<file path="src/rtl/uart_frame_sched_pkg.sv">
// Shared types and constants for the telemetry frame scheduler.
// Holds the FSM state encoding, default header bytes and frame byte indices.
package uart_frame_sched_pkg;

    typedef enum logic [1:0] {
        S_IDLE = 2'd0,
        S_SEND = 2'd1,
        S_DONE = 2'd2
    } state_e;

    localparam logic [7:0] HDR0_DEF = 8'h55;
    localparam logic [7:0] HDR1_DEF = 8'hAA;

    localparam logic [5:0] IDX_HDR0 = 6'd0;
    localparam logic [5:0] IDX_HDR1 = 6'd1;
    localparam logic [5:0] IDX_SEQ  = 6'd2;
    localparam logic [5:0] IDX_PAY  = 6'd3;

    // Index of the checksum byte: frame length is 2*n+4.
    function automatic logic [5:0] last_idx(input int n);
        return 6'(2 * n + 3);
    endfunction

endpackage

</file>
<file path="src/rtl/uart_frame_sched_frame_byte_sel.sv">
// frame_byte_sel: combinational mux picking the frame byte at byte_idx_i.
// Ports: byte_idx_i, seq_i, snap_i (channel snapshot), chk_i -> byte_o.
module frame_byte_sel
    import uart_frame_sched_pkg::*;
#(
    parameter int         NUM_CH = 6,
    parameter logic [7:0] HDR0   = HDR0_DEF,
    parameter logic [7:0] HDR1   = HDR1_DEF
) (
    input  logic [5:0]            byte_idx_i,
    input  logic [7:0]            seq_i,
    input  logic [NUM_CH*16-1:0]  snap_i,
    input  logic [7:0]            chk_i,
    output logic [7:0]            byte_o
);

    localparam logic [5:0] LAST = last_idx(NUM_CH);

    logic [5:0]  pay_idx;
    logic [15:0] word;

    always_comb begin
        pay_idx = byte_idx_i - IDX_PAY;
        word    = '0;
        byte_o  = '0;
        // Two bytes per channel: even offset is the MSB.
        for (int k = 0; k < NUM_CH; k++) begin
            if (pay_idx[5:1] == 5'(k)) begin
                word = snap_i[k*16 +: 16];
            end
        end
        unique case (1'b1)
            (byte_idx_i == IDX_HDR0): byte_o = HDR0;
            (byte_idx_i == IDX_HDR1): byte_o = HDR1;
            (byte_idx_i == IDX_SEQ):  byte_o = seq_i;
            (byte_idx_i == LAST):     byte_o = chk_i;
            default:                  byte_o = pay_idx[0] ? word[7:0] : word[15:8];
        endcase
    end

endmodule

</file>
<file path="src/rtl/uart_frame_sched.sv">
// uart_frame_sched: snapshots NUM_CH channel words per strobe and streams
// HDR0 HDR1 SEQ payload CHK to uart_tx over a valid/ready byte port.
// Ports: clk, rst_n, enable, sample_stb, ch_data in; tx_data, tx_data_valid,
// busy, frame_done, overrun_cnt out; tx_data_ready in.
module uart_frame_sched
    import uart_frame_sched_pkg::*;
#(
    parameter int         NUM_CH = 6,
    parameter logic [7:0] HDR0   = HDR0_DEF,
    parameter logic [7:0] HDR1   = HDR1_DEF
) (
    input  logic                  clk,
    input  logic                  rst_n,
    input  logic                  enable,
    input  logic                  sample_stb,
    input  logic [NUM_CH*16-1:0]  ch_data,
    output logic [7:0]            tx_data,
    output logic                  tx_data_valid,
    input  logic                  tx_data_ready,
    output logic                  busy,
    output logic                  frame_done,
    output logic [7:0]            overrun_cnt
);

    localparam logic [5:0] LAST = last_idx(NUM_CH);

    state_e                 state_q;
    logic [NUM_CH*16-1:0]   snap_q;
    logic [5:0]             idx_q;
    logic [7:0]             chk_q;
    logic [7:0]             seq_q;
    logic [7:0]             ovr_q;
    logic                   valid_q;
    logic                   busy_q;
    logic                   done_q;
    logic [7:0]             byte_d;
    logic                   stb_en;

    assign stb_en = sample_stb && enable;

    frame_byte_sel #(
        .NUM_CH (NUM_CH),
        .HDR0   (HDR0),
        .HDR1   (HDR1)
    ) u_sel (
        .byte_idx_i (idx_q),
        .seq_i      (seq_q),
        .snap_i     (snap_q),
        .chk_i      (chk_q),
        .byte_o     (byte_d)
    );

    always_ff @(posedge clk or negedge rst_n) begin
        if (!rst_n) begin
            state_q <= S_IDLE;
            snap_q  <= '0;
            idx_q   <= '0;
            chk_q   <= '0;
            seq_q   <= '0;
            ovr_q   <= '0;
            valid_q <= 1'b0;
            busy_q  <= 1'b0;
            done_q  <= 1'b0;
        end else begin
            done_q <= 1'b0;
            // Any accepted strobe outside IDLE is dropped and counted.
            if (stb_en && state_q != S_IDLE && ovr_q != 8'hFF) begin
                ovr_q <= ovr_q + 8'd1;
            end
            unique case (state_q)
                S_IDLE: begin
                    if (stb_en) begin
                        snap_q  <= ch_data;
                        idx_q   <= '0;
                        chk_q   <= '0;
                        state_q <= S_SEND;
                        valid_q <= 1'b1;
                        busy_q  <= 1'b1;
                    end
                end
                S_SEND: begin
                    if (tx_data_ready) begin
                        // Sum covers SEQ and payload, not headers or CHK.
                        if (idx_q >= IDX_SEQ && idx_q < LAST) begin
                            chk_q <= chk_q + byte_d;
                        end
                        if (idx_q == LAST) begin
                            state_q <= S_DONE;
                            valid_q <= 1'b0;
                            done_q  <= 1'b1;
                        end else begin
                            idx_q <= idx_q + 6'd1;
                        end
                    end
                end
                S_DONE: begin
                    seq_q   <= seq_q + 8'd1;
                    state_q <= S_IDLE;
                    busy_q  <= 1'b0;
                end
                default: begin
                    state_q <= S_IDLE;
                    valid_q <= 1'b0;
                    busy_q  <= 1'b0;
                end
            endcase
        end
    end

    assign tx_data       = valid_q ? byte_d : 8'h00;
    assign tx_data_valid = valid_q;
    assign busy          = busy_q;
    assign frame_done    = done_q;
    assign overrun_cnt   = ovr_q;

endmodule

</file>
<file path="config.mk">
export PLATFORM = sky130hd
export DESIGN_NAME = uart_frame_sched
export DESIGN_NICKNAME = d
export VERILOG_FILES = /design/src/rtl/uart_frame_sched_pkg.sv /design/src/rtl/uart_frame_sched_frame_byte_sel.sv /design/src/rtl/uart_frame_sched.sv
export SDC_FILE = /design/constraint.sdc
export NUM_CORES = 1
export LEC_CHECK = 0
export ABC_CLOCK_PERIOD_IN_PS = 13200
export BUFFER_PORTS_ARGS = -buffer_cell sky130_fd_sc_hd__buf_2
export CAP_MARGIN = 20
export CORE_MARGIN = 3
export CORE_UTILIZATION = 25
export CTS_CLUSTER_SIZE = 40
export DETAILED_ROUTE_END_ITERATION = 6
export HOLD_SLACK_MARGIN = 0.06
export PLACE_DENSITY = 0.53
export SYNTH_ARGS = -nofsm -noshare
export SYNTH_HDL_FRONTEND = slang
export SYNTH_SLANG_ARGS = --single-unit
</file>
<file path="constraint.sdc">
create_clock -name clk -period 13.2 [get_ports clk]
set_clock_uncertainty 0.2 [all_clocks]
set_input_delay 0.66 -clock clk [delete_from_list [all_inputs] [get_ports clk]]
set_output_delay 0.66 -clock clk [all_outputs]
set_load 0.01 [all_outputs]
</file>
# Word level (Yosys, flattened, before mapping)
# Index checks and enable logic that the tools add are counted.
[totals] out_inout_bits=19 inputBits=101 reg_bits=131
[op_classes] bitwise=2 n_eq_ne=16 reduce_logical=15 muxes=29 magnitude_cmp=2 n_addsub=5
[op_table] operator="16-bit 2-to-1 mux" n=6
[op_table] operator="8-bit 2-to-1 mux" n=5
[op_table] operator="8-bit case mux with 4 select lines" n=1
[op_table] operator="6-bit 2-to-1 mux" n=3
[op_table] operator="8-bit by 1-bit adder with 8-bit output, second input constant" n=2
[op_table] operator="8-bit case mux with 2 select lines" n=1
[op_table] operator="6-bit case mux with 2 select lines" n=1
[op_table] operator="4-bit AND reduction" n=3
[op_table] operator="5-bit by 2-bit equality test with 1-bit output, second input constant" n=2
[op_table] operator="5-bit by 3-bit equality test with 1-bit output, second input constant" n=2
[op_table] operator="2-bit != test, second input constant" n=5
[op_table] operator="8-bit adder" n=1
[op_table] operator="8-bit != test, second input constant" n=1
[op_table] operator="6-bit by 1-bit adder with 6-bit output, second input constant" n=1
[op_table] operator="6-bit by 1-bit equality test with 1-bit output, second input constant" n=1
[op_table] operator="6-bit by 2-bit equality test with 1-bit output, second input constant" n=1
[op_table] operator="6-bit by 4-bit equality test with 1-bit output, second input constant" n=1
[op_table] operator="6-bit by 2-bit >= comparator with 1-bit output, second input constant" n=1
[op_table] operator="6-bit logical NOT" n=1
[op_table] operator="6-bit by 4-bit < comparator with 1-bit output, second input constant" n=1
[op_table] operator="1-bit 2-to-1 mux" n=6
[op_table] operator="2-bit 2-to-1 mux" n=3
[op_table] operator="6-bit by 2-bit subtractor with 6-bit output, second input constant" n=1
[op_table] operator="5-bit by 1-bit equality test with 1-bit output, second input constant" n=1
[op_table] operator="12 further kinds" n=18

# Depth between registers and ports, before layout
# Gate-level depths: netlist (run 1).
[depth] depth_word=14 depth_mapped=22 depth_no_buf=18

# Hierarchy
# A second synthesis (run 1) with hierarchy kept.
[hier_totals] cells_unflattened=620 hier_area_um2=6885.4
[by_module_without_submodules] mod="uart_frame_sched" cells_each=385 area_per_inst_um2=5415.2 n_inst=1
[by_module_without_submodules] mod="frame_byte_sel" cells_each=235 area_per_inst_um2=1470.2 n_inst=1

# Worst setup path before layout (run 1)
# Ideal clock, no wire load.
[synth_timing] path_kind="register to register" startpoint="register idx_q[0]" endpoint="register chk_q[7]" required_ns=12.874 path_slack_ns=8.313 path_buffers=5 path_stages_with_launch=23 arrival_time_ns=4.561 period_less_slack_ns=4.887 setup_time_ns=0.126 path_cell_list="dfrtp_1 -> clkbuf_1 -> clkinv_1 -> ha_1 -> buf_2 -> buf_2 -> buf_2 -> buf_2 -> mux4_2 -> nand2_1 -> o2bb2ai_1 -> nand2_1 -> a31oi_1 -> inv_1 -> ha_1 -> a21oi_1 -> o211ai_1 -> o21ai_0 -> nand2b_1 -> a21oi_1 -> or3_1 -> and2_0 -> a221o_1"
[synth_via] elab_chain_len=14 elab_cells_between_ends=28
[synth_rtl] item="start, declared" line="uart_frame_sched.sv:29" source="logic [5:0] idx_q;"
[synth_rtl] item="start signal, assigned" line="uart_frame_sched.sv:92" source="idx_q <= idx_q + 6'd1;"
[synth_rtl] item="6-bit by 2-bit subtractor with 6-bit output" line="uart_frame_sched_frame_byte_sel.sv:23" source="pay_idx = byte_idx_i - IDX_PAY;"
[synth_rtl] item="5-bit logical NOT" line="uart_frame_sched_frame_byte_sel.sv:28" source="if (pay_idx[5:1] == 5'(k)) begin"
[synth_rtl] item="16-bit 2-to-1 mux (6 in a row)" line="uart_frame_sched_frame_byte_sel.sv:28"
[synth_rtl] item="8-bit 2-to-1 mux" line="uart_frame_sched_frame_byte_sel.sv:37" source="default: byte_o = pay_idx[0] ? word[7:0] : word[15:8];"
[synth_rtl] item="8-bit case mux with 4 select lines" line="uart_frame_sched_frame_byte_sel.sv:32" source="unique case (1'b1)"
[synth_rtl] item="8-bit adder" line="uart_frame_sched.sv:85" source="chk_q <= chk_q + byte_d;"
[synth_rtl] item="8-bit 2-to-1 mux" line="uart_frame_sched.sv:84" source="if (idx_q >= IDX_SEQ && idx_q < LAST) begin"
[synth_rtl] item="8-bit 2-to-1 mux" line="uart_frame_sched.sv:82" source="if (tx_data_ready) begin"
[synth_rtl] item="8-bit case mux with 2 select lines" line="uart_frame_sched.sv:70" source="unique case (state_q)"
[synth_rtl] item="end signal, assigned" line="uart_frame_sched.sv:85"
[synth_rtl] item="end, declared" line="uart_frame_sched.sv:30" source="logic [7:0] chk_q;"
# Several ways; a longest one is shown, not always the timed one. The select of a mux whose other input is x is not followed.
# A chain may end at the register's enable or synchronous reset.

# Worst setup path in the final report (run 1)
# Same ends and word-level chain as after synthesis.

==> results of run 1 <==
[worst min-delay path, delay by kind of cell]
family                 cells  cell delay (ps)
and+or+nand+nor            1               40
AOI/OAI and AO/OA          1               60
buffers and inverters      1               80
[worst max path at each step]
stage / to / slack, ps / cells after the start
6_report: chk_q[7]$_DFFE_PN0P_ / 7400 / 17
5_1_grt: chk_q[7]$_DFFE_PN0P_ / 6860 / 17
3_3_place_gp: chk_q[7]$_DFFE_PN0P_ / 7580 / 17
2_1_floorplan: chk_q[7]$_DFFE_PN0P_ / 8310 / 22
4_1_cts: chk_q[7]$_DFFE_PN0P_ / 7360 / 17
3_5_place_dp: chk_q[7]$_DFFE_PN0P_ / 7430 / 17
[final cells by class]
type	count	area [um2]
clock inverter	14	144
tap	335	419
fill	2696	18000
multi-input combinational	406	3260
clock buffer	18	439
sequential	131	3280
inverter	13	48.8
timing repair buffer	127	684
[layout by cell type, fill, tap and decap left out, types with 5 or more instances in the layout]
cell	instances
a211oi_1	5
nand4_1	6
nor2_1	28
nor2b_1	5
o31ai_1	5
xor2_1	8
ha_1	12
a31oi_1	7
mux2_2	108
buf_2	118
inv_1	12
xnor2_1	13
clkbuf_16	17
a21o_1	5
o21ai_0	19
a221oi_1	7
a21oi_1	34
nand2_1	37
mux2i_1	17
and2_1	5
a22oi_1	7
nand3_1	13
dfrtp_1	131
buf_4	6
[registers in the layout (all words and copies together), names as in the netlist]
signal / flops
tx_data_valid: 1
frame_done: 1
seq_q: 8
state_q: 2
chk_q: 8
overrun_cnt: 8
busy: 1
snap_q: 96
idx_q: 6
[cell families (layout without fill, tap and decap cells)]
logic type,count (synthesis),count (layout),synth area share [%]
mux,128,128,21.6
buf+inv,47,172,3.14
xor+xnor,21,21,2.73
flops,131,131,48.6
compound gates,124,124,12.7
fa+ha+maj,14,14,2.71
simple gates,119,119,8.52
[what timing repair did]
action | 4_1_cts | 5_1_grt
setup buffers | 0 | 0
hold endpoints to repair | 52 | 0
hold buffers | 1 | 0
[per-layer routing]
layer	vias up	track usage [%]	wire length, um
li1	2366	-	-
met1	2481	18.2	8890
met2	141	19.9	8370
met3	22	3.32	1050
met4	0	4.55	333
met5	-	0	0
[power by group through the flow]
stage          combinational (W)  clock, W  sequential (W)
3_5_place_dp             0.00106         0        0.000741
5_1_grt                  0.00118  0.000498        0.000759
3_3_place_gp             0.00105         0        0.000743
4_1_cts                  0.00107  0.000480        0.000735
2_1_floorplan           0.000809         0        0.000669
6_report                 0.00106  0.000469        0.000733
[per-stage QoR]
stage / power, W / setup WS [ps] / util [%] / cells
floorplan: 0.00148 / 8310 / - / 584
global placement: 0.00179 / 7580 / 29.1 / 1010
detailed placement: 0.00180 / 7430 / 29.1 / 1010
CTS: 0.00228 / 7360 / 31.4 / 1043
global route: 0.00243 / 6860 / 31.5 / 1044
finish: 0.00226 / 7400 / 31.5 / 1044
==> reports/metrics.yaml, run 1 <==
status: "finished, final reports clean"
hold_depth: 3
whs_ps: 246
rr_endpoint: "chk_q[7]$_DFFE_PN0P_"
total_leakage_power_nw: 3.65
ys_seq_area_share_pct: 48.6
synth_common_cells: "131 x dfrtp_1, 108 x mux2_2, 37 x nand2_1, 34 x a21oi_1, 28 x nor2_1"
max_stage_delay_ps: 830
synthCells: 584
p_comb_share_pct: 46.8
post_dp_cell_area_um2: 7650
syn_area_per_cell_um2: 11.5
yosys_warnings: 0
vias_per_cell: 4.80
synth_top_cell_by_area: "dfrtp_1"
synth_cell_types: 60
die_h_um: 170
cts_max_path_buffers: 2
tightest_slew_ps: 1090
netSwitchingFraction_pct: 40.0
vias: 5010
cts_root_buf: "clkbuf_16"
reg2reg_depth: 17
numCtsBuffers: 17
drc: 0
finalMaxSlewViolations: 0
drive_above_1_share_pct: 39.1
clkPwrFrac_pct: 20.7
async_flop_share_pct: 100
cp.required_ps: 13300
fin_nets: 811
diodes: 0
grtUsageTotal_pct: 13.1
grt_max_degree: 80
clk_latency_ps: 430
drt_iter0_drc: 226
synthTopCellsByArea: "dfrtp_1 49%, mux2_2 18%, a21oi_1 2.5%, mux2i_1 2.5%, ha_1 2.4%"
period_share_pct: 43.9
ys_ff_latch: 131
arrival_ps: 5900
netlist.area_leader.share_pct: 48.6
drt_wl_total_mm: 18.6
crit_type: "flop to flop"
rows: 59
cts.sinks: 131
ios: 120
netSwitchingPower_w: 0.000903
cts_tree: "done"
htree_levels: 4
core_area_um2: 26300
hpwl_mm: 13.7
fin_tns_setup_ps: 0
gp_congestion: 0.827
crit_path_cell_trace: "clkinv_1 > ha_2 > buf_4 > mux2_2 > a221oi_1 > o211ai_1 > a31oi_1 > inv_1 > ha_1 > a21oi_1 > o211ai_1 > o21ai_0 > nand2b_1 > a21oi_1 > o21ai_0 > and2_0 > a221o_1"
maxCapViolCount: 0
ant_nets: 0
synthToLayoutAreaGrowth_pct: 22.7
dieArea_um2: 29000
worst-r2r-setup-slack_ps: 7400
io_buffers: 119
cp_num_buf_inv: 3
critical-path-top-delay-family: "compound AO/OA/AOI/OAI gates"
rsz0062_at_grt: "no"
setup_viol: 0
ys.flop_type: "dfrtp_1"
synth-edff-count: 0
cp-startpoint: "idx_q[0]$_DFFE_PN0P_"
cp-start-kind: "flop"
hold_path_end: "snap_q[87]$_DFFE_PN0P_"
antenna_found_initial: 0
die-width_um: 170
grt_pass1_wl_mm: 29.1
syn_nets: 699
fmax_mhz: 172
synth_most_common_cell: "dfrtp_1"
reg2reg_from: "idx_q[0]$_DFFE_PN0P_"
cellPowerDensity_nw_per_um2: 273
drtPass1Iterations: 5
worst-path-max-fanout: 31
ir_drop_uv: 91.3
internal_power_w: 0.00136
cp_slowest_cell: "ha_2"
final_cell_area_um2: 8270
p_seq_share_pct: 32.5
clk_pin_slew_ps: 60
post_drt_wl_per_cell_um: 17.8
slew_headroom_pct: 26.6
initial_core_util_pct: 25.6
min_period_ps: 5800
synthesis.area_um2: 6740
hold_viol: 0
grt_pass1_vias: 5135
min_from: "ch_data[87]"
cp-end-kind: "flop"
hp-class: "input port to flop"
postCtsResizedCells: 0
grt_overflow: 0
No activity file was read; power rests on OpenSTA's default activity.
==> inputs of run 2 (changes only) <==
Settings changed: ABC_CLOCK_PERIOD_IN_PS 13200 to 5950.
Clock period 13.2 ns to 5.95 ns, I/O delays scaled along.
==> run 2 against run 1 <==
  * Sequential share of layout area down 4.2 points
  * Clock power up 120%
  * Register-to-register slack worse by 6600 ps
  * Maximum frequency up 13%
  * Total power up 120%
  * Sequential power up 120%
  * Non-clock buffer count up 102
  * Combinational power up 130%
  * Final cell count up 9.7%
  * Via count up 6.6%
  * Die area unchanged
==> reports/metrics.yaml, run 2 (same netlist as run 1, synthesis figures left out) <==
grt_pass1_wl_mm: 31.0
status: "finished, final reports clean"
total_leakage_power_nw: 4.06
numCtsBuffers: 17
hp-class: "input port to flop"
finalMaxSlewViolations: 0
gp_congestion: 0.852
regArea_um2: 3280
grt_max_degree: 81
multi_input_area_um2: 3260
post_drt_wl_per_cell_um: 16.7
post_cts_buffers: 0
cp-end-kind: "flop"
worst-path-max-fanout: 24
cellPowerDensity_nw_per_um2: 547
clk_pin_slew_ps: 60
worst-r2r-setup-slack_ps: 830
cts.sinks: 131
instances_no_fill: 1145
fin_tns_setup_ps: 0
hold_depth: 4
regMostFlops: "snap_q"
synthToLayoutAreaGrowth_pct: 37.2
hold_viol: 0
fmax_mhz: 195
rsz0062_at_grt: "no"
die-width_um: 170
reg2reg_from: "idx_q[0]$_DFFE_PN0P_"
cts_max_path_buffers: 2
htree_levels: 4
cts_tree: "done"
fin_total_pwr_w: 0.00505
rows: 59
io_buffers: 119
hold_path_end: "busy$_DFFE_PN0P_"
min_from: "enable"
clk_latency_ps: 420
drtPass1Iterations: 5
setup_viol: 0
fin_nets: 913
vias_per_cell: 4.67
period_share_pct: 86.0
numPlacedInstances: 1014
drive_above_1_share_pct: 34.4
cp-start-kind: "flop"
grtUsageTotal_pct: 13.7
hpwl_mm: 13.7
drc: 0
ios: 120
slew_headroom_pct: 36.8
ir_drop_uv: 218
drt_wl_total_mm: 19.1
reg2reg_depth: 18
tightest_slew_ps: 942
dpl_worst_slack_ps: 877
rr_endpoint: "chk_q[7]$_DFFE_PN0P_"
grt_overflow: 0
die_h_um: 170
cts_root_buf: "clkbuf_16"
diodes: 0
final_cell_mix: "131 x dfrtp_1, 118 x buf_2, 108 x mux2_2"
drt_iter0_drc: 274
vias: 5343
min_period_ps: 5120
grt_pass1_vias: 5651
maxCapViolCount: 0
arrival_ps: 5220
initial_core_util_pct: 25.6
largest_reg_flops: 96
crit_type: "flop to flop"
final_common_cell: "dfrtp_1"
core_area_um2: 26300
ant_nets: 0
layout_setup_ws_ps: 833
fill_cells: 2641
antenna_found_initial: 0
dieArea_um2: 29000
cp.required_ps: 6060
[run 2: layer usage]
layer	wire [um]	GRT usage, %	share of wire, %
met1	9070	18.8	47
met2	8670	21.0	45
met3	938	3.25	4.9
met4	449	5.19	2.3
met5	0	0	0
[run 2: how the worst max path moves through the flow]
stage	startpoint	to	slack, ps	cells past startpoint
floorplan	idx_q[0]$_DFFE_PN0P_	chk_q[7]$_DFFE_PN0P_	1060	22
global placement	idx_q[0]$_DFFE_PN0P_	chk_q[7]$_DFFE_PN0P_	1020	18
detailed placement	idx_q[0]$_DFFE_PN0P_	chk_q[7]$_DFFE_PN0P_	880	18
CTS	idx_q[0]$_DFFE_PN0P_	chk_q[7]$_DFFE_PN0P_	840	18
global route	idx_q[0]$_DFFE_PN0P_	chk_q[7]$_DFFE_PN0P_	410	18
finish	idx_q[0]$_DFFE_PN0P_	chk_q[7]$_DFFE_PN0P_	830	18
[run 2: through the flow]
stage | cell area, um2 | util (%) | hold WS (ps)
after detailed placement | 7680 | 29.2 | 185
after global routing | 9250 | 35.2 | 163
final | 9250 | 35.2 | 133
after CTS | 9250 | 35.2 | 116
after floorplan | 6740 | - | -198
after global placement | 7680 | 29.2 | 181
[run 2: power by group]
part	switching [W]	internal [W]	leakage [nW]
Clock	0.000425	0.000590	0.268
Combinational	0.00124	0.00118	2.19
Sequential	0.000321	0.00129	1.59
Total	0.00199	0.00306	4.06
[run 2: final cells by class]
class / count / area share (%)
Timing Repair Buffer: 229 / 18.1
Multi-Input combinational cell: 406 / 35.2
Tap cell: 335 / 4.53
Clock inverter: 13 / 1.35
Clock buffer: 18 / 4.75
Sequential cell: 131 / 35.5
Inverter: 13 / 0.528
[run 2: timing repair]
item | 4_1_cts | 5_1_grt
hold endpoints to repair | 178 | 0
resized for setup | 0 | 0
hold buffers | 100 | 0
[run 2: worst max-delay path: stages (launching register included)]
cell	delay, ps
dfrtp_1	530
buf_4	260
clkinv_1	250
ha_2	550
buf_4	340
mux2_2	370
a221oi_1	260
o211ai_1	130
a31oi_1	300
inv_1	90
ha_1	280
a21oi_1	210
o211ai_1	140
o21ai_0	230
nand2b_1	80
a21oi_1	180
o21ai_0	130
and2_0	160
a221o_1	280
